==> config.mk <==
export PLATFORM = sky130hd
export DESIGN_NAME = hazard_unit
export DESIGN_NICKNAME = d
export VERILOG_FILES = /design/src/rtl/hazard_unit.sv
export SDC_FILE = /design/constraint.sdc
export NUM_CORES = 1
export LEC_CHECK = 0
export CAP_MARGIN = 20
export CORE_UTILIZATION = 34
export DETAILED_ROUTE_END_ITERATION = 7
export GPL_ROUTABILITY_DRIVEN = 0
export PLACE_DENSITY = 0.77
export REMOVE_ABC_BUFFERS = 1
export SYNTH_ARGS = -nofsm -noshare
export SYNTH_HDL_FRONTEND = slang
export SYNTH_SLANG_ARGS = --single-unit
==> constraint.sdc <==
create_clock -name clk -period 2.9 [get_ports clk]
set_input_delay 0.58 -clock clk [delete_from_list [all_inputs] [get_ports clk]]
set_output_delay 0.58 -clock clk [all_outputs]
set_load 0.005 [all_outputs]
==> src/rtl/hazard_unit.sv <==
// Pipeline hazard control: stalls, flushes, EX forwarding and MUL/DIV hold FSM.
// Define HAZARD_FORWARDING_EN to forward from MEM/WB; otherwise RAW hazards stall in ID.
module hazard_unit #(
  parameter int MULDIV_LATENCY = 32,
  parameter int CNT_W          = $clog2(MULDIV_LATENCY + 1)
) (
  input  logic       clk,
  input  logic       reset,
  input  logic [4:0] d_rs1,
  input  logic [4:0] d_rs2,
  input  logic [4:0] e_rs1,
  input  logic [4:0] e_rs2,
  input  logic [4:0] e_rd,
  input  logic       e_mem_read,
  input  logic       e_reg_write,
  input  logic [4:0] m_rd,
  input  logic       m_reg_write,
  input  logic [4:0] w_rd,
  input  logic       w_reg_write,
  input  logic       e_muldiv,
  input  logic       e_redirect,
  input  logic       mem_stall,
  output logic       f_enable,
  output logic       d_enable,
  output logic       e_enable,
  output logic       m_enable,
  output logic       d_clear,
  output logic       e_clear,
  output logic       m_clear,
  output logic [1:0] e_fwd_a,
  output logic [1:0] e_fwd_b,
  output logic       muldiv_busy,
  output logic       muldiv_done,
  output logic [1:0] fsm_state
);

  // Stage-register control: enable=0 holds the register, clear=1 loads a bubble
  // at the next clock edge; clear is only meaningful while the stage is enabled.

  typedef enum logic [1:0] {
    IDLE = 2'd0,
    BUSY = 2'd1,
    DONE = 2'd2
  } state_t;

  localparam logic [CNT_W-1:0] CNT_LOAD = CNT_W'(MULDIV_LATENCY - 1);
  localparam logic [CNT_W-1:0] CNT_ONE  = CNT_W'(1);

  state_t           state;
  state_t           state_nxt;
  logic [CNT_W-1:0] cnt;
  logic [CNT_W-1:0] cnt_nxt;
  logic             muldiv_stall;
  logic             load_use;
  logic             raw_stall;
  logic [1:0]       fwd_a;
  logic [1:0]       fwd_b;

  assign muldiv_stall = (state == IDLE && e_muldiv) || (state == BUSY);

  assign load_use = e_mem_read && (e_rd != 5'd0) &&
                    ((e_rd == d_rs1) || (e_rd == d_rs2));

`ifdef HAZARD_FORWARDING_EN
  // MEM holds the younger result, so it wins over WB.
  assign fwd_a = (m_reg_write && m_rd != 5'd0 && m_rd == e_rs1) ? 2'b10 :
                 (w_reg_write && w_rd != 5'd0 && w_rd == e_rs1) ? 2'b01 : 2'b00;
  assign fwd_b = (m_reg_write && m_rd != 5'd0 && m_rd == e_rs2) ? 2'b10 :
                 (w_reg_write && w_rd != 5'd0 && w_rd == e_rs2) ? 2'b01 : 2'b00;
  assign raw_stall = 1'b0;
`else
  logic unused_fwd_inputs;
  assign unused_fwd_inputs = ^{e_rs1, e_rs2, w_rd, w_reg_write};
  assign fwd_a = 2'b00;
  assign fwd_b = 2'b00;
  // WB is not checked: the register file writes through to a same-cycle read.
  assign raw_stall =
    (d_rs1 != 5'd0 && ((e_reg_write && e_rd == d_rs1) || (m_reg_write && m_rd == d_rs1))) ||
    (d_rs2 != 5'd0 && ((e_reg_write && e_rd == d_rs2) || (m_reg_write && m_rd == d_rs2)));
`endif

  always_ff @(posedge clk or posedge reset) begin
    if (reset) begin
      state <= IDLE;
      cnt   <= '0;
    end else begin
      state <= state_nxt;
      cnt   <= cnt_nxt;
    end
  end

  always_comb begin
    state_nxt = state;
    cnt_nxt   = cnt;
    if (!mem_stall) begin
      case (state)
        IDLE: begin
          if (e_muldiv) begin
            cnt_nxt   = CNT_LOAD;
            state_nxt = (MULDIV_LATENCY == 1) ? DONE : BUSY;
          end
        end
        BUSY: begin
          if (cnt == CNT_ONE) begin
            state_nxt = DONE;
            cnt_nxt   = '0;
          end else begin
            cnt_nxt = cnt - CNT_ONE;
          end
        end
        DONE:    state_nxt = IDLE;
        default: state_nxt = IDLE;
      endcase
    end
  end

  always_comb begin
    f_enable = 1'b1;
    d_enable = 1'b1;
    e_enable = 1'b1;
    m_enable = 1'b1;
    d_clear  = 1'b0;
    e_clear  = 1'b0;
    m_clear  = 1'b0;
    e_fwd_a  = fwd_a;
    e_fwd_b  = fwd_b;
    if (reset) begin
      f_enable = 1'b0;
      d_enable = 1'b0;
      e_enable = 1'b0;
      m_enable = 1'b0;
      e_fwd_a  = 2'b00;
      e_fwd_b  = 2'b00;
    end else if (mem_stall) begin
      f_enable = 1'b0;
      d_enable = 1'b0;
      e_enable = 1'b0;
      m_enable = 1'b0;
    end else if (muldiv_stall) begin
      // Hold F/D/EX while bubbles drain into MEM.
      f_enable = 1'b0;
      d_enable = 1'b0;
      e_enable = 1'b0;
      m_clear  = 1'b1;
    end else if (e_redirect) begin
      d_clear  = 1'b1;
      e_clear  = 1'b1;
    end else if (load_use || raw_stall) begin
      f_enable = 1'b0;
      d_enable = 1'b0;
      e_clear  = 1'b1;
    end
  end

  assign muldiv_busy = !reset && muldiv_stall;
  assign muldiv_done = !reset && (state == DONE);
  assign fsm_state   = state;

endmodule

## Word-level counts from Yosys, hierarchy flattened

Index checks and enable logic that the tools add are counted.

| word-level totals | value |
|---|---|
| bits in registers | 8 |
| latch bits | 0 |
| bits in writable memories | 0 |
| bits in read-only memories | 0 |
| input port bits | 44 |
| output and inout port bits | 15 |
| word-level logic and storage cells | 66 |
| memories kept | 0 |

| operators by class | value |
|---|---|
| $add $sub $neg | 1 |
| $mul | 0 |
| div/mod/pow operators | 0 |
| magnitude comparators | 0 |
| equal/unequal tests | 9 |
| shifts and indexed selects | 0 |
| mux-type cells | 28 |
| bitwise operators | 1 |
| reductions and logical operators | 25 |

Operators with widths:

| kind | count |
|---|---|
| 2-to-1 mux 1 bit | 22 |
| equality test 5 bit | 4 |
| nonzero test 5 bit | 3 |
| 2-to-1 mux 6 bit | 2 |
| one-hot mux 6 bit (2 select lines) | 1 |
| logical AND 1 bit | 11 |
| equality test 6 x 1 -> 1 bit, second input constant | 1 |
| logical OR 1 bit | 6 |
| AND reduction 3 bit | 2 |
| subtractor 6 x 1 -> 6 bit, second input constant | 1 |
| 2-to-1 mux 2 bit | 2 |
| one-hot mux 2 bit (2 select lines) | 1 |
| equality test 2 x 1 -> 1 bit, second input constant | 1 |
| equality test 2 bit, second input constant | 1 |
| zero test 2 bit | 1 |
| != test 2 x 1 -> 1 bit, second input constant | 1 |
| != test 2 bit, second input constant | 1 |
| nonzero test 2 bit | 1 |
| zero test 1 bit | 1 |
| NOT 1 bit | 1 |

## Depth between registers and ports, before layout

Gate-level depths: netlist of run 1.

| depth | value |
|---|---|
| depth in word-level cells | 11 |
| mapped depth | 7 |
| mapped depth without buffers | 7 |

## Least setup slack after synthesis of run 1

Ideal clock, no wire load.

| timing | value |
|---|---|
| kind | input to output |
| start | input port e_rd[1] |
| end | output port f_enable |
| arrival time | 1926 ps |
| path slack | 394 ps |
| cell stages on the path | 7 |
| buffers on the path | 1 |
| path through | or4_1 o21ai_2 a2111oi_1 nor3_2 o21ai_1 a21boi_1 buf_4 |

| between the ends | value |
|---|---|
| word-level cells in the longest chain between the ends | 11 |

Ends and longest elaborated chain:

| element | line | text |
|---|---|---|
| start: declaration | 13 | `input logic [4:0] e_rd,` |
| equality test 5 bit, on equally long branches | 62, 78, 79 |  |
| logical AND 1 bit, on equally long branches | 78, 79 |  |
| logical OR 1 bit, on equally long branches | 78, 79 |  |
| logical AND 1 bit, on equally long branches | 78, 79 |  |
| logical OR 1 bit | 78 | `(d_rs1 != 5'd0 && ((e_reg_write && e_rd == d_rs1) \|\| (m_reg_write && m_rd == d_rs1))) \|\|` |
| logical OR 1 bit (*) | 148 | `end else if (load_use \|\| raw_stall) begin` |
| 2-to-1 mux 1 bit (*) (5 in a row) | n/a |  |
| end: declaration | 23 | `output logic f_enable,` |

Every way passes the cells marked *; elsewhere a longest branch is shown, timed or not.

## Worst setup path after layout of run 1

| timing | value |
|---|---|
| start | input port e_rd[0] |
| end | output port e_clear |

| between the ends | value |
|---|---|
| word-level cells in the longest chain between the ends | 11 |

Ends and longest elaborated chain:

| element | line | text |
|---|---|---|
| equality test 5 bit, on equally long branches | 62, 78, 79 |  |
| logical AND 1 bit, on equally long branches | 78, 79 |  |
| logical OR 1 bit, on equally long branches | 78, 79 |  |
| logical AND 1 bit, on equally long branches | 78, 79 |  |
| logical OR 1 bit | 78 |  |
| logical OR 1 bit (*) | 148 |  |
| 2-to-1 mux 1 bit (*) | 148 |  |
| 2-to-1 mux 1 bit (*) | 145 | `end else if (e_redirect) begin` |
| 2-to-1 mux 1 bit (*) | 139 | `end else if (muldiv_stall) begin` |
| 2-to-1 mux 1 bit (*) | 134 | `end else if (mem_stall) begin` |
| 2-to-1 mux 1 bit (*) | 127 | `if (reset) begin` |
| end: declaration | 28 | `output logic e_clear,` |

Marks and branches as above.

==> results of run 1 <==
registers in the layout, summed over array words and instances, names as in the netlist:
name and cells:
cnt 6, fsm_state 2
repair_timing:
action,4_1_cts,5_1_grt
hold buffers,0,0
pin swaps,8,7
setup buffers,1,1
endpoints found under the setup margin,3,3
resized for setup,24,14
cloned,0,0
through the flow:
step | std cells | util, %
2_1_floorplan | 106 | -
5_1_grt | 190 | 61.21
6_report | 190 | 61.21
3_5_place_dp | 186 | 58.60
4_1_cts | 190 | 61.43
3_3_place_gp | 186 | 58.60
placed cells by master, fill, tap and decap left out, types with 2 or more instances in the layout:
master / synthesis / layout
nor2_1: 11 / 11
xnor2_1: 12 / 12
nand2_1: 8 / 8
o21ai_0: 6 / 6
ha_1: 2 / 2
buf_4: 5 / 15
buf_2: 0 / 2
a21oi_1: 7 / 7
xor2_1: 8 / 8
clkbuf_2: 0 / 5
o21ai_4: 0 / 2
nand3_1: 3 / 3
nor3_2: 1 / 2
conb_1: 1 / 4
inv_1: 7 / 7
clkdlybuf4s15_1: 0 / 2
clkdlybuf4s50_1: 0 / 27
nand2b_1: 2 / 2
or4_4: 0 / 2
dfrtp_1: 8 / 8
nor3_1: 5 / 4
clkbuf_4: 0 / 3
and3_1: 2 / 2
worst max-delay path by stage:
| stage | from | endpoint | slack (ps) | cells past startpoint |
|---|---|---|---|---|
| after global routing | e_rd[0] | e_clear | -20 | 9 |
| after floorplan | e_rd[1] | d_enable | 510 | 6 |
| final | e_rd[0] | e_clear | 60 | 9 |
| after detailed placement | e_rd[1] | f_enable | -530 | 8 |
| after CTS | e_rd[4] | f_enable | 20 | 9 |
| after global placement | e_rd[1] | f_enable | -480 | 8 |
area by class of cell:
type,count,area [µm²]
Tap cell,28,35.03
Clock buffer,3,22.52
Fill cell,205,874.6
Sequential cell,8,200.2
Timing Repair Buffer,53,459.2
Multi-Input combinational cell,91,636.9
Inverter,7,26.28
cell families after synthesis:
logic type	synth area share, %
buffers and inverters	8.133
adder cells (fa/ha/maj)	3.012
AO/OA/AOI/OAI	16.27
XOR/XNOR	21.08
other	0.4514
AND/OR/NAND/NOR	26.96
flip-flops	24.10
report_power, final:
part / switching, µW / total (µW) / internal [µW]
sequential: 28.3 / 170 / 142
combinational: 104 / 213 / 110
clock: 42.4 / 89.9 / 47.5
total: 174 / 473 / 299
layer usage:
metal | vias up | global-route usage [%] | share of wire [%]
met3 | 4 | 3.571 | 4.8
met1 | 455 | 24.28 | 41
met2 | 35 | 40.69 | 53
met4 | 0 | 7.207 | 1.0
met5 | - | 0 | 0
li1 | 472 | - | -
==> summary.txt, run 1 <==
GRT
  – Largest net degree at the start of global routing: 9
  – Vias in the first global route: 957
  – GR Util All Layers: 21.69%
  – First-pass GRT wire length: 4.264 mm
  – Initial antenna violation count: 0
  – GRT overflow: 0

STA
  – FMAX: 352.3 MHz
  – Final period util: 97.88%
  – Final setup margin: 61.36 ps
  – Setup TNS: 0 ps
  – Skew final: 18.13 ps
  – Hold slack: 510.9 ps
  – Hold Fails Final Rpt: 0
  – Period minus WS final: 2839 ps
  – Max-slew violations: 0
  – Final setup violation count: 0

Outcome
  – Status: complete, no violations

Floorplanning
  – DIE WIDTH: 51.43 µm
  – FP Rows: 17
  – Core Region: 2255 µm²
  – Starting Density: 36.85%
  – Top Ports: 59
  – Die footprint: 2645 µm²
  – Die height: 51.43 µm

Placement
  – Placed Area: 1321 µm²
  – Setup WS pre-CTS: -526.9 ps
  – Port Buffer Count: 38
  – DP Wirelength: 2.044 mm

Synthesis
  – Most common library cells after synthesis: xnor2_1, nor2_1, dfrtp_1, nand2_1, xor2_1
  – Top cell type's share of synthesized area: 24.10%
  – Post-synthesis sequential area ratio: 24.10%
  – Top-count cell post-synth: xnor2_1
  – Syn_area_per_cell: 7.622 µm²
  – Yosys warns: 0
  – Area leader, netlist: dfrtp_1
  – Post-Synthesis Cell Area: 830.8 µm²
  – Flop and latch count out of synthesis: 8
  – Area contributors post-synth: dfrtp_1, xnor2_1, xor2_1
  – Post-synthesis async set-or-reset flop share: 100.0%
  – Main synth FF type: dfrtp_1
  – Synth cell types: 33
  – Cells after synthesis: 109
  – Post-synth EDFFs: 0

Worst setup path
  – WP data required: 2320 ps
  – Slowest-stage cell, CP: clkdlybuf4s50_1
  – Reg2reg path depth: 6
  – WP data arrival: 2260 ps
  – R2r startpoint: fsm_state[1]
  – Crit end category: primary output
  – FF-to-FF setup slack: 1320 ps
  – Critical path, cell by cell: clkdlybuf4s50_1 > buf_4 > xnor2_1 > nand2_1 > nor3_2 > nor3_2 > o21ai_2 > o21a_1 > clkdlybuf4s15_1
  – Slowest cell delay on critical path: 500 ps
  – Setup crit start kind: input pin
  – Largest fanout on the critical path: 3
  – Buf/Inv on CP: 3
  – CP most frequent cell: nor3_2
  – Crit Path Class: in2out
  – CP top delay family: buffers and inverters
  – FF-to-FF End: cnt[4]

Final layout
  – Post-route cell area: 1380 µm²
  – Fraction of layout cells with a size suffix above 1: 22.84%
  – Diode count: 0
  – P&R area growth vs syn: 66.11%
  – Nets@finish: 210

Clocking
  – Clock latency on the worst-skew pair: 260 ps
  – CTS tree: done
  – Clk sink count: 8
  – Root Buffer Master: clkbuf_4
  – CTS H-Tree Depth: 1
  – Clk pin slew, worst setup/hold paths: 50 ps
  – Cts bufs inserted: 3
  – Clk buf depth: 2

Route
  – Vias: 966
  – Drt total wl: 2.684 mm
  – DR WL/cell: 14.13 µm
  – First-pass detailed-route iteration total: 4
  – Vias per cell: 5.084
  – Post-DRT Antenna Nets: 0
  – 1st-iter DRT viols: 29
  – DRC viols: 0

Pwr
  – VDD IR max: 0.2311 mV
  – Pwr/cell area: 343.0 nW/µm²
  – Lkg Pwr: 0.0005969 µW
  – Overall Power: 473.3 µW

Worst hold path
  – Hold crit path type: reg2reg
  – Hold Path End: cnt[4]
  – Hold Startpoint: cnt[4]
  – Worst Hold Path Cells: 1

Flow run
  – MaxCap Viol Count: 0
Power figures use the tool's default switching activity.
==> run 2, diff against run 1 <==
- GPL_ROUTABILITY_DRIVEN: 0 -> 1
==> results of run 2 <==
Same layout as run 1: the final DEF is identical, and so are final timing and power.
